### src/rtl/serial_sub_ctrl_pkg.sv
// Shared types and helpers for the bit-serial subtractor controller.
// Holds the controller state encoding and the half-subtractor primitive
// that the full-subtractor bit cell is built from.
package serial_sub_ctrl_pkg;

   typedef enum logic [1:0] {
      ST_IDLE = 2'd0,
      ST_RUN  = 2'd1,
      ST_DONE = 2'd2
   } state_e;

   // Half subtractor x - y: returns {borrow, diff}.
   // Two of these chained give br' = (~a & b) | (~(a ^ b) & br).
   function automatic logic [1:0] half_sub(input logic x, input logic y);
      return {(~x & y), (x ^ y)};
   endfunction

endpackage

### src/rtl/serial_sub_ctrl_fs_bit.sv
// fs_bit: combinational one-bit full subtractor (ai - bi - bin).
// Built from two half-subtractor stages; the borrow-out is the OR of
// the two stage borrows.
module fs_bit
   import serial_sub_ctrl_pkg::*;
(
   input  logic ai,
   input  logic bi,
   input  logic bin,
   output logic d,
   output logic bout
);

   logic [1:0] hs0;
   logic [1:0] hs1;

   // First stage subtracts the operand bits, second stage the incoming borrow.
   always_comb begin
      hs0  = half_sub(ai, bi);
      hs1  = half_sub(hs0[0], bin);
      d    = hs1[0];
      bout = hs0[1] | hs1[1];
   end

endmodule

### src/rtl/serial_sub_ctrl.sv
// serial_sub_ctrl: bit-serial WIDTH-bit subtractor controller.
// Latches a/b on an accepted start, then feeds one shared fs_bit cell from
// the operand shift-register LSBs, one bit per clock, LSB first, chaining
// the borrow through a flop. diff fills from the MSB side so that after
// WIDTH steps bit 0 lands in diff[0]. done pulses for the single DONE cycle.
// Optional feature: define SERSUB_OVF_EN to register a signed-overflow flag
// on ovf; otherwise ovf is tied low and no overflow logic exists.
module serial_sub_ctrl
   import serial_sub_ctrl_pkg::*;
#(
   parameter int WIDTH = 4
) (
   input  logic             clk,
   input  logic             rst,
   input  logic             start,
   input  logic [WIDTH-1:0] a,
   input  logic [WIDTH-1:0] b,
   output logic             busy,
   output logic             done,
   output logic [WIDTH-1:0] diff,
   output logic             bw,
   output logic             ovf
);

   localparam int CNT_W = $clog2(WIDTH) + 1;
   localparam logic [CNT_W-1:0] LAST_CNT = CNT_W'(WIDTH - 1);

   state_e           state_q, state_d;
   logic [CNT_W-1:0] cnt_q, cnt_d;
   logic [WIDTH-1:0] a_sh_q, a_sh_d;
   logic [WIDTH-1:0] b_sh_q, b_sh_d;
   logic [WIDTH-1:0] diff_q, diff_d;
   logic             br_q, br_d;
   logic             bw_q, bw_d;
   logic             d_bit;
   logic             b_bit;
`ifdef SERSUB_OVF_EN
   logic             ovf_q, ovf_d;
`endif

   fs_bit u_fs_bit (
      .ai   (a_sh_q[0]),
      .bi   (b_sh_q[0]),
      .bin  (br_q),
      .d    (d_bit),
      .bout (b_bit)
   );

   // Next-state, datapath shifting and result capture.
   always_comb begin
      state_d = state_q;
      cnt_d   = cnt_q;
      a_sh_d  = a_sh_q;
      b_sh_d  = b_sh_q;
      diff_d  = diff_q;
      br_d    = br_q;
      bw_d    = bw_q;
`ifdef SERSUB_OVF_EN
      ovf_d   = ovf_q;
`endif
      case (state_q)
         ST_IDLE, ST_DONE: begin
            if (start) begin
               state_d = ST_RUN;
               a_sh_d  = a;
               b_sh_d  = b;
               cnt_d   = '0;
               br_d    = 1'b0;
               diff_d  = '0;
               bw_d    = 1'b0;
`ifdef SERSUB_OVF_EN
               ovf_d   = 1'b0;
`endif
            end else begin
               state_d = ST_IDLE;
            end
         end
         ST_RUN: begin
            // Shift-then-patch keeps WIDTH=1 legal (no zero-width slices).
            a_sh_d = a_sh_q >> 1;
            b_sh_d = b_sh_q >> 1;
            diff_d = diff_q >> 1;
            diff_d[WIDTH-1] = d_bit;
            br_d   = b_bit;
            cnt_d  = cnt_q + CNT_W'(1);
            if (cnt_q == LAST_CNT) begin
               state_d = ST_DONE;
               bw_d    = b_bit;
`ifdef SERSUB_OVF_EN
               // On the last step the shift LSBs hold the operand MSBs.
               ovf_d   = (a_sh_q[0] ^ b_sh_q[0]) & (a_sh_q[0] ^ d_bit);
`endif
            end
         end
         default: begin
            state_d = ST_IDLE;
         end
      endcase
   end

   // State, counter, shift registers and result flops with async reset.
   always_ff @(posedge clk or posedge rst) begin
      if (rst) begin
         state_q <= ST_IDLE;
         cnt_q   <= '0;
         a_sh_q  <= '0;
         b_sh_q  <= '0;
         diff_q  <= '0;
         br_q    <= 1'b0;
         bw_q    <= 1'b0;
      end else begin
         state_q <= state_d;
         cnt_q   <= cnt_d;
         a_sh_q  <= a_sh_d;
         b_sh_q  <= b_sh_d;
         diff_q  <= diff_d;
         br_q    <= br_d;
         bw_q    <= bw_d;
      end
   end

`ifdef SERSUB_OVF_EN
   // Overflow flag, held alongside diff until the next accepted start.
   always_ff @(posedge clk or posedge rst) begin
      if (rst) begin
         ovf_q <= 1'b0;
      end else begin
         ovf_q <= ovf_d;
      end
   end

   assign ovf = ovf_q;
`else
   assign ovf = 1'b0;
`endif

   assign busy = (state_q == ST_RUN);
   assign done = (state_q == ST_DONE);
   assign diff = diff_q;
   assign bw   = bw_q;

endmodule
### config.mk
export PLATFORM = sky130hd
export DESIGN_NAME = serial_sub_ctrl
export DESIGN_NICKNAME = d
export VERILOG_FILES = /design/src/rtl/serial_sub_ctrl_pkg.sv /design/src/rtl/serial_sub_ctrl_fs_bit.sv /design/src/rtl/serial_sub_ctrl.sv
export SDC_FILE = /design/constraint.sdc
export NUM_CORES = 1
export LEC_CHECK = 0
export ABC_CLOCK_PERIOD_IN_PS = 2760
export CAP_MARGIN = 20
export CORE_MARGIN = 2
export CORE_UTILIZATION = 35
export DETAILED_ROUTE_END_ITERATION = 10
export PLACE_DENSITY = 0.59
export REMOVE_ABC_BUFFERS = 1
export SLEW_MARGIN = 25
export SYNTH_ARGS = -nofsm -noshare
export SYNTH_HDL_FRONTEND = slang
export SYNTH_SLANG_ARGS = --single-unit
### constraint.sdc
create_clock -name clk -period 2.76 [get_ports clk]
set_clock_uncertainty 0.05 [all_clocks]
set_input_delay 0.69 -clock clk [delete_from_list [all_inputs] [get_ports clk]]
set_output_delay 0.69 -clock clk [all_outputs]
set_load 0.03 [all_outputs]
### After elaboration in Yosys (flattened, before gate mapping)

Index checks and enable logic that the tools add are counted.

| operators by class | value |
|---|---|
| add/sub/neg operators | 1 |
| multiply operators | 0 |
| divide/modulo/power cells | 0 |
| $lt $le $gt $ge | 0 |
| equality and inequality tests | 5 |
| shift operators | 0 |
| muxes and demuxes | 15 |
| bitwise logic cells | 7 |
| reduce and logical (&&, ||, !) cells | 5 |

Operators by type and width:

| cell | count |
|---|---|
| $pmux 4 s2 | 3 |
| $mux 4 | 3 |
| $pmux 3 s2 | 1 |
| $pmux 1 s2 | 2 |
| $pmux 2 s2 | 1 |
| $add 3x1->3 const B | 1 |
| $eq 3x2->1 const B | 1 |
| $mux 1 | 3 |
| $mux 3 | 1 |
| $reduce_and 3->1 | 1 |
| $and 1x1->1 | 2 |
| $eq 2x1->1 const B | 1 |
| $eq 2x2->1 const B | 1 |
| $logic_not 2->1 | 1 |
| $mux 2 | 1 |
| $ne 2x1->1 const B | 1 |
| $ne 2x2->1 const B | 1 |
| $not 1->1 | 2 |
| $reduce_and 2->1 | 1 |
| $reduce_bool 2->1 | 1 |
| $reduce_or 2->1 | 1 |
| $xor 1x1->1 | 2 |
| $or 1x1->1 | 1 |

| word-level totals | value |
|---|---|
| flip-flop bits (word level) | 19 |
| latch bits | 0 |
| bits in writable memories | 0 |
| bits in read-only memories | 0 |
| bits of input ports | 11 |
| output and inout port bits | 8 |
| memories | 0 |

### Depth between registers and ports, before layout

Gate-level depths: netlist of run 1.

| depth | value |
|---|---|
| word-level depth | 6 |
| gate-level depth with buffers | 5 |
| mapped depth without buffers | 5 |

### Cells and area by module

A second synthesis of run 1 with hierarchy kept.

| unflattened totals | value |
|---|---|
| cell total of the unflattened synthesis | 80 |
| area total of the unflattened synthesis | 925.9 sq um |

Modules (own cells, without submodules):

| module | times used | cells an instance | area each (sq um) |
|---|---|---|---|
| serial_sub_ctrl | 1 | 76 | 894.6 |
| fs_bit | 1 | 4 | 31.3 |

### Worst setup path before layout of run 1

OpenSTA, ideal clock, no wires.

| timing path | value |
|---|---|
| path type | reg-to-output |
| start point | register state_q[0] |
| end point | output done |
| arrival time | 983 ps |
| required time | 2020 ps |
| path slack | 1037 ps |
| stages on the path, launching flop included | 3 |
| path buffers | 1 |
| cell sequence | dfrtp_1 -> buf_2 -> nor2b_1 |

| between the ends | value |
|---|---|
| word-level cells in the longest chain between the ends | 1 |

Ends and longest elaborated chain:

| element | RTL line | source |
|---|---|---|
| start, declared | serial_sub_ctrl.sv:28 | `state_e state_q, state_d;` |
| start signal, assigned | serial_sub_ctrl.sv:112 | `state_q <= state_d;` |
| $eq 2x2->1 | serial_sub_ctrl.sv:138 | `assign done = (state_q == ST_DONE);` |
| end, declared | serial_sub_ctrl.sv:19 | `output logic done,` |

No other way between the ends.

### Worst setup path after layout of run 1

| timing path | value |
|---|---|
| start point | register state_q[0] |
| end point | output busy |

| between the ends | value |
|---|---|
| word-level cells in the longest chain between the ends | 1 |

Ends and longest elaborated chain:

| element | RTL line | source |
|---|---|---|
| $eq 2x1->1 | serial_sub_ctrl.sv:137 | `assign busy = (state_q == ST_RUN);` |
| end, declared | serial_sub_ctrl.sv:18 | `output logic busy,` |

No other way between the ends.

==> results.cfg, run 1 <==
[clock_network]
root_buffer = clkbuf_4
path_clk_slew_ns = 0.11
cts_resized = 0
clk_path_buf_depth = 2
tritoncts = done
cts-htree-levels = 1
post_cts_buffers = 0
insertion_delay_ns = 0.30
cts_hold_buf = 0
clock-sinks = 19
cts_inserted_buffers = 3

[worst_setup_path]
cpPeakStageDelay_ns = 0.69
cp_max_fo = 10
critical_path_required_ns = 2.02
r2r_end = bw$_DFFE_PP0P_
cp_cell_sequence = nand2b_2, inv_2, clkdlybuf4s50_1
end_kind = primary output
path_class = flip-flop to primary output
reg2reg_from = cnt_q[0]$_DFFE_PP0P_
cp.arrival_ns = 1.80
r2r_slack_ns = 1.21
crit_slowest_cell = clkdlybuf4s50_1
start_kind = flip-flop
reg2reg_depth = 5

[placed_design]
detailed_place_hpwl_um = 1300
numPortBuffers = 17
gp_congestion = 0.712
placed_area_sq_mm = 0.00115
dp_slack_ns = 0.551
dpl.cell_count = 126

[synthesis]
synthXorXnorAreaFrac_pct = 0
yosysTopAreaCell = dfrtp_1
syn_area_sq_um = 957
synth_edf_count = 0
ys_dominant_reg_cell = dfrtp_1
muxShareOfSynthArea_pct = 12.5
synthAdderAreaFrac_pct = 4.71
ys_async_sr_fraction_pct = 100
synth_seq_area_share_pct = 49.7
synth-simple-area-share_pct = 10.2
ys_seq_elements = 19
yosys.area.top_type_share_pct = 49.7
netlist-cell-type-count = 27
synthCells = 81
synth_area_leaders = dfrtp_1, a22o_1, mux2i_1
synth_top_family_by_area = compound AO/OA/AOI/OAI gates
synth-compound-area-share_pct = 17.4
ys_warn_count = 0
syn_area_per_cell_sq_um = 11.8

[job]
cap_violations = 0

[drt]
drt_wl_total_um = 1750
dr.pass1.iters = 4
drc = 0
vias = 658
drt_iter0_markers = 11
avgRoutedWirePerCell_um = 13.5
ant_nets = 0
viasPerCell = 5.06

[timing]
maxSlewHeadroom_pct = 52.1
setup_viol = 0
period_minus_slack_ns = 2.54
setup_ws_ns = 0.218
rsz0062_at_grt = no
tightest_slew_ns = 0.718
final-hold-violation-count = 0
finalCritPeriodShare_pct = 92.1
drv_slew = 0
fmax_ghz = 0.393
setup_tns_ns = 0

[final_layout]
layout-drive-gt1-share_pct = 12.0
fin_cells = 130
finalNetCount = 115
area_growth_pct = 23.3
n_antenna_cell = 0
finalInstanceArea_sq_mm = 0.00118

[floorplan]
coreArea_sq_mm = 0.00254
core.rowCount = 18
die_w_um = 56.3
die_h_um = 56.3
start_util_pct = 37.6
io_pins = 19
die_area_sq_mm = 0.00317

[hold_path]
hp-class = flip-flop to flip-flop
hold_path_end = cnt_q[2]$_DFFE_PP0P_
min_from = cnt_q[2]$_DFFE_PP0P_
hold-path-cell-count = 1

[power_and_ir_drop]
ir_drop_v = 0.000510
power_density_mw_per_mm2 = 1130
finalPower_w = 0.00133
p_leak_nw = 0.500

[run_status]
status = complete, no violations

[global_routing]
grt.overflow.total = 0
antenna_found_initial = 0
grtUsageTotal_pct = 12.5
grt_pass1_vias = 674
grt_pass1_wl_um = 3100
grt_max_degree = 20
worst max-delay path, delay by kind of cell, from the launching register on:
family / cells / cell delay (ns)
and+or+nand+nor: 1 / 0.13
buffers and inverters: 2 / 0.82
DFF: 1 / 0.55
flip-flops by register name (all words and copies together), names as in the netlist:
name / count
state_q: 2
br_q: 1
b_sh_q: 4
bw: 1
a_sh_q: 4
cnt_q: 3
diff: 4
cell type report:
cell class	count	area (sq um)
Fill cell	249	1370
Tap cell	30	37.5
Timing Repair Buffer	20	193
Clock buffer	4	26.3
Multi-Input combinational cell	53	433
Sequential cell	19	475
Inverter	4	15.0
through the flow:
step	hold WS [ns]	util [%]
2_1_floorplan	0.406	-
3_3_place_gp	0.441	45.3
3_5_place_dp	0.437	45.3
4_1_cts	0.463	46.4
5_1_grt	0.490	46.4
6_report	0.456	46.4
placed cells by master (no fill, tap or decap), types with 2 or more instances in the layout:
| cell | synthesis | final |
|---|---|---|
| buf_4 | 1 | 3 |
| mux2_2 | 2 | 2 |
| nand2b_1 | 2 | 2 |
| mux2_1 | 2 | 2 |
| o2bb2ai_1 | 2 | 2 |
| clkbuf_4 | 0 | 3 |
| nor2b_1 | 7 | 7 |
| a22o_1 | 7 | 7 |
| mux2i_1 | 6 | 6 |
| dfrtp_1 | 19 | 19 |
| ha_1 | 2 | 2 |
| inv_1 | 3 | 3 |
| a211oi_1 | 6 | 6 |
| a21oi_1 | 6 | 6 |
| clkdlybuf4s50_1 | 0 | 17 |
power by group:
group / internal [W] / total, W / switching (W) / leakage, nW
sequential: 0.000410 / 0.000517 / 0.000107 / 0.237
combinational: 0.000334 / 0.000670 / 0.000336 / 0.248
clock: 0.0000564 / 0.000142 / 0.0000861 / 0.0150
cells in the mapped netlist, drive strengths merged (2+ instances only):
cell type / instances
nor2b: 7
dfrtp: 19
inv: 4
ha: 2
mux2i: 6
nor2: 2
buf: 5
a21oi: 6
a22o: 7
a211oi: 6
nand2b: 3
o2bb2ai: 2
mux2: 5
cells by family (layout without fill, tap and decap cells):
group / after synthesis / after routing
muxes: 11 / 11
buffers and inverters: 9 / 28
DFF: 19 / 19
other: 1 / 1
adders and majority gates: 3 / 3
and+or+nand+nor: 15 / 15
AOI/OAI and AO/OA: 23 / 23
routing by layer:
metal	up-vias	routed length (um)	track usage [%]
met5	-	0	0
met4	0	33	6.12
met3	3	88	2.53
met2	17	756	16.6
met1	312	872	19.1
li1	326	-	-
how the worst max path moves through the flow:
stage | startpoint | endpoint | cells after the start
6_report | state_q[0]$_DFFE_PP0P_ | busy | 3
5_1_grt | state_q[0]$_DFFE_PP0P_ | busy | 3
4_1_cts | state_q[0]$_DFFE_PP0P_ | busy | 3
3_5_place_dp | state_q[0]$_DFFE_PP0P_ | busy | 3
3_3_place_gp | state_q[0]$_DFFE_PP0P_ | busy | 3
2_1_floorplan | state_q[1]$_DFFE_PP0P_ | done | 1
(Power assumes the default switching activity.)
==> run 2: changes to the inputs <==
--- a/config.mk
+++ b/config.mk
@@ -7,9 +7,11 @@
 export LEC_CHECK = 0
 export ABC_CLOCK_PERIOD_IN_PS = 2760
 export CAP_MARGIN = 20
+export CORE_ASPECT_RATIO = 1.25
 export CORE_MARGIN = 2
 export CORE_UTILIZATION = 35
 export DETAILED_ROUTE_END_ITERATION = 10
+export HOLD_SLACK_MARGIN = 0.15
 export PLACE_DENSITY = 0.59
 export REMOVE_ABC_BUFFERS = 1
 export SLEW_MARGIN = 25
==> results.cfg, run 2 (same netlist as run 1, synthesis figures left out) <==
[final_layout]
area_growth_pct = 23.8
layout_commonest_cell = dfrtp_1
final_cell_mix = dfrtp_1, clkdlybuf4s50_1, a22o_1, nor2b_1
layout-drive-gt1-share_pct = 12.0
fill_cells = 257
post-route-util_pct = 44.6
finalNetCount = 115
fin_cells = 134
n_antenna_cell = 0

[worst_setup_path]
critical_path_required_ns = 2.02
reg2reg_depth = 5
end_kind = primary output
crit_slowest_cell = clkdlybuf4s50_1
cp_cell_sequence = nand2b_2, inv_2, clkdlybuf4s50_1
cpPeakStageDelay_ns = 0.69
cp.arrival_ns = 1.72
r2r_slack_ns = 1.22
start_kind = flip-flop
path_class = flip-flop to primary output
r2r_end = bw$_DFFE_PP0P_
reg2reg_from = cnt_q[0]$_DFFE_PP0P_
cp_max_fo = 6

[drt]
viasPerCell = 5.10
drt_iter0_markers = 23
drc = 0
dr.pass1.iters = 4
ant_nets = 0
avgRoutedWirePerCell_um = 13.2
drt_wl_total_um = 1760
vias = 684

[run_status]
status = complete, no violations

[global_routing]
grt_pass1_vias = 665
grtUsageTotal_pct = 12.3
antenna_found_initial = 0
grt.overflow.total = 0
grt_pass1_wl_um = 2870
grt_max_degree = 20

[timing]
rsz0062_at_grt = no
fmax_ghz = 0.407
tightest_slew_ns = 0.720
setup_viol = 0
finalCritPeriodShare_pct = 89.1
final-hold-violation-count = 0
drv_slew = 0
setup_tns_ns = 0
maxSlewHeadroom_pct = 52.0
hold_slack_ns = 0.468
period_minus_slack_ns = 2.46

[hold_path]
min_from = cnt_q[2]$_DFFE_PP0P_
hp-class = flip-flop to flip-flop
hold_path_end = cnt_q[2]$_DFFE_PP0P_
hold-path-cell-count = 1

[clock_network]
post_cts_buffers = 0
clock-sinks = 19
tritoncts = done
cts_hold_buf = 0
insertion_delay_ns = 0.31
path_clk_slew_ns = 0.11
clk_path_buf_depth = 2
root_buffer = clkbuf_4
cts_inserted_buffers = 3
cts-htree-levels = 1
cts_resized = 0

[power_and_ir_drop]
power_density_mw_per_mm2 = 1130
p_leak_nw = 0.500
ir_drop_v = 0.000660

[floorplan]
io_pins = 19
die_h_um = 62.5
core.rowCount = 21
die_w_um = 50.8
start_util_pct = 36.1
coreArea_sq_mm = 0.00265
die_area_sq_mm = 0.00317

[placed_design]
gp_congestion = 0.688
dpl.cell_count = 130
numPortBuffers = 17
detailed_place_hpwl_um = 1250

[job]
cap_violations = 0
[run 2: final cells by class]
class / count / area, sq um / area share [%]
flip-flops and latches: 19 / 475 / 40.1
repair buffers: 20 / 193 / 16.3
well taps: 34 / 42.5 / 3.59
multi-input cells: 53 / 433 / 36.5
clock buffers: 4 / 26.3 / 2.22
inverters: 4 / 15.0 / 1.27
[run 2: stage by stage]
stage | worst slack [ns] | area [sq um] | total power [W]
floorplan | 0.928 | 923 | 0.000972
global placement | 0.665 | 1160 | 0.00119
detailed placement | 0.658 | 1160 | 0.00120
CTS | 0.305 | 1180 | 0.00135
global route | 0.252 | 1180 | 0.00143
finish | 0.302 | 1180 | 0.00134
[run 2: where the power goes]
part           internal (W)  total (W)  switching [W]
clock             0.0000565   0.000147      0.0000906
sequential         0.000411   0.000506      0.0000957
combinational      0.000334   0.000684       0.000350
total              0.000801    0.00134       0.000536
[run 2: how the worst max path moves through the flow]
stage | start | endpoint | slack [ns] | cells past startpoint
4_1_cts | state_q[1]$_DFFE_PP0P_ | busy | 0.30 | 3
6_report | state_q[1]$_DFFE_PP0P_ | busy | 0.30 | 3
2_1_floorplan | state_q[1]$_DFFE_PP0P_ | done | 0.93 | 1
5_1_grt | state_q[1]$_DFFE_PP0P_ | done | 0.25 | 3
3_3_place_gp | state_q[1]$_DFFE_PP0P_ | busy | 0.66 | 3
3_5_place_dp | state_q[1]$_DFFE_PP0P_ | busy | 0.66 | 3
[run 2: routing by layer]
metal | global-route usage [%] | vias to the layer above | part of all wire (%)
met4 | 8.11 | 0 | 2.6
met3 | 3.11 | 5 | 3.8
met5 | 0 | - | 0
met2 | 19.6 | 14 | 47
li1 | - | 323 | -
met1 | 14.3 | 342 | 47
[run 2: worst max-delay path, delay by kind of cell, from the launching register on]
kind          cells  cell delay (ns)
buf+inv           2             0.82
flops             1             0.39
simple gates      1             0.21
==> run 3: changes to the inputs <==
--- a/config.mk
+++ b/config.mk
@@ -12,6 +12,7 @@
 export CORE_UTILIZATION = 35
 export DETAILED_ROUTE_END_ITERATION = 10
 export HOLD_SLACK_MARGIN = 0.15
+export MAX_ROUTING_LAYER = met4
 export PLACE_DENSITY = 0.59
 export REMOVE_ABC_BUFFERS = 1
 export SLEW_MARGIN = 25
==> results.cfg, run 3 (same netlist as run 1, synthesis figures left out) <==
[hold_path]
hp-class = flip-flop to flip-flop

[drt]
dr.pass1.iters = 4
drt_iter0_markers = 21
ant_nets = 0
vias = 683
drt_wl_total_um = 1750
viasPerCell = 5.10
avgRoutedWirePerCell_um = 13.0
drc = 0

[worst_setup_path]
end_kind = primary output
cp.arrival_ns = 1.71
cp_max_fo = 6
start_kind = flip-flop
path_class = flip-flop to primary output
critical_path_required_ns = 2.02

[final_layout]
fin_cells = 134
multi_input_area_sq_um = 433
layout-drive-gt1-share_pct = 12.0
area_growth_pct = 23.8
seq_area_sq_um = 475
final_cell_mix = dfrtp_1, clkdlybuf4s50_1, a22o_1, nor2b_1
fill_cells = 257
n_antenna_cell = 0
layout_commonest_cell = dfrtp_1
finalNetCount = 115

[floorplan]
io_pins = 19
core.rowCount = 21
die_h_um = 62.5
die_w_um = 50.8
coreArea_sq_mm = 0.00265
die_area_sq_mm = 0.00317
start_util_pct = 36.1

[global_routing]
grt_pass1_vias = 664
grt.overflow.total = 0
met1_usage_pct = 14.3
grt_busiest_layer = met2
grtUsageMet3_pct = 3.11
grt_pass1_wl_um = 2870
grtUsageMet2_pct = 19.6
grt_max_degree = 20
grtUsageTotal_pct = 12.6
antenna_found_initial = 0

[timing]
drv_slew = 0
tightest_slew_ns = 0.718
maxSlewHeadroom_pct = 52.1
rsz0062_at_grt = no
period_minus_slack_ns = 2.45
setup_tns_ns = 0
final-hold-violation-count = 0
setup_viol = 0
finalCritPeriodShare_pct = 88.7
fmax_ghz = 0.408

[clock_network]
cts_resized = 0
post_cts_buffers = 0
path_clk_slew_ns = 0.11
clock-sinks = 19
root_buffer = clkbuf_4
cts_hold_buf = 0
cts-htree-levels = 1
tritoncts = done
insertion_delay_ns = 0.30
clk_path_buf_depth = 2
cts_inserted_buffers = 3

[placed_design]
numPortBuffers = 17
detailed_place_hpwl_um = 1250
dpl.cell_count = 130
gp_congestion = 0.696

[power_and_ir_drop]
ir_drop_v = 0.000659
p_leak_nw = 0.500
power_density_mw_per_mm2 = 1120

[job]
cap_violations = 0

[run_status]
status = complete, no violations
## run 3: layer usage
layer / wire length, um / share of wire, %
met4: 42 / 2.4
met2: 836 / 48
met5: 0 / 0
met1: 799 / 46
met3: 67 / 3.8
## run 3: where the power goes
group / total (W) / internal [W] / switching, W
registers: 0.000505 / 0.000411 / 0.0000949
clock network: 0.000144 / 0.0000564 / 0.0000875
logic: 0.000683 / 0.000334 / 0.000349
## run 3: through the flow
step | hold WS (ns) | worst slack [ns] | util [%] | area [sq um] | power, W
2_1_floorplan | 0.406 | 0.928 | - | 923 | 0.000972
3_3_place_gp | 0.438 | 0.665 | 43.7 | 1160 | 0.00119
3_5_place_dp | 0.441 | 0.658 | 43.7 | 1160 | 0.00120
6_report | 0.467 | 0.312 | 44.6 | 1180 | 0.00133
4_1_cts | 0.474 | 0.305 | 44.6 | 1180 | 0.00135
5_1_grt | 0.495 | 0.252 | 44.6 | 1180 | 0.00143
## run 3: layout make-up
cell class	instances	area share, %
inverter	4	1.27
timing repair buffer	20	16.3
clock buffer	4	2.22
sequential	19	40.1
tap	34	3.59
multi-input combinational	53	36.5
## run 3: final timing paths
path                                   startpoint                     end  slack [ns]  cells past startpoint
max in group asynchronous                     rst   a_sh_q[1]$_DFFE_PP0P_        1.46                      2
setup / recovery           state_q[1]$_DFFE_PP0P_                    busy        0.31                      3
min in group asynchronous                     rst  state_q[0]$_DFFE_PP0P_        0.74                      2
hold / removal               cnt_q[2]$_DFFE_PP0P_    cnt_q[2]$_DFFE_PP0P_        0.47                      1
hold reg to reg              cnt_q[2]$_DFFE_PP0P_    cnt_q[2]$_DFFE_PP0P_        0.47                      1
setup reg to reg             cnt_q[0]$_DFFE_PP0P_          bw$_DFFE_PP0P_        1.22                      5
## run 3: worst max-delay path, stage by stage, from the launching register on
cell	delay, ns
dfrtp_1	0.38
nand2b_2	0.21
inv_2	0.13
clkdlybuf4s50_1	0.69
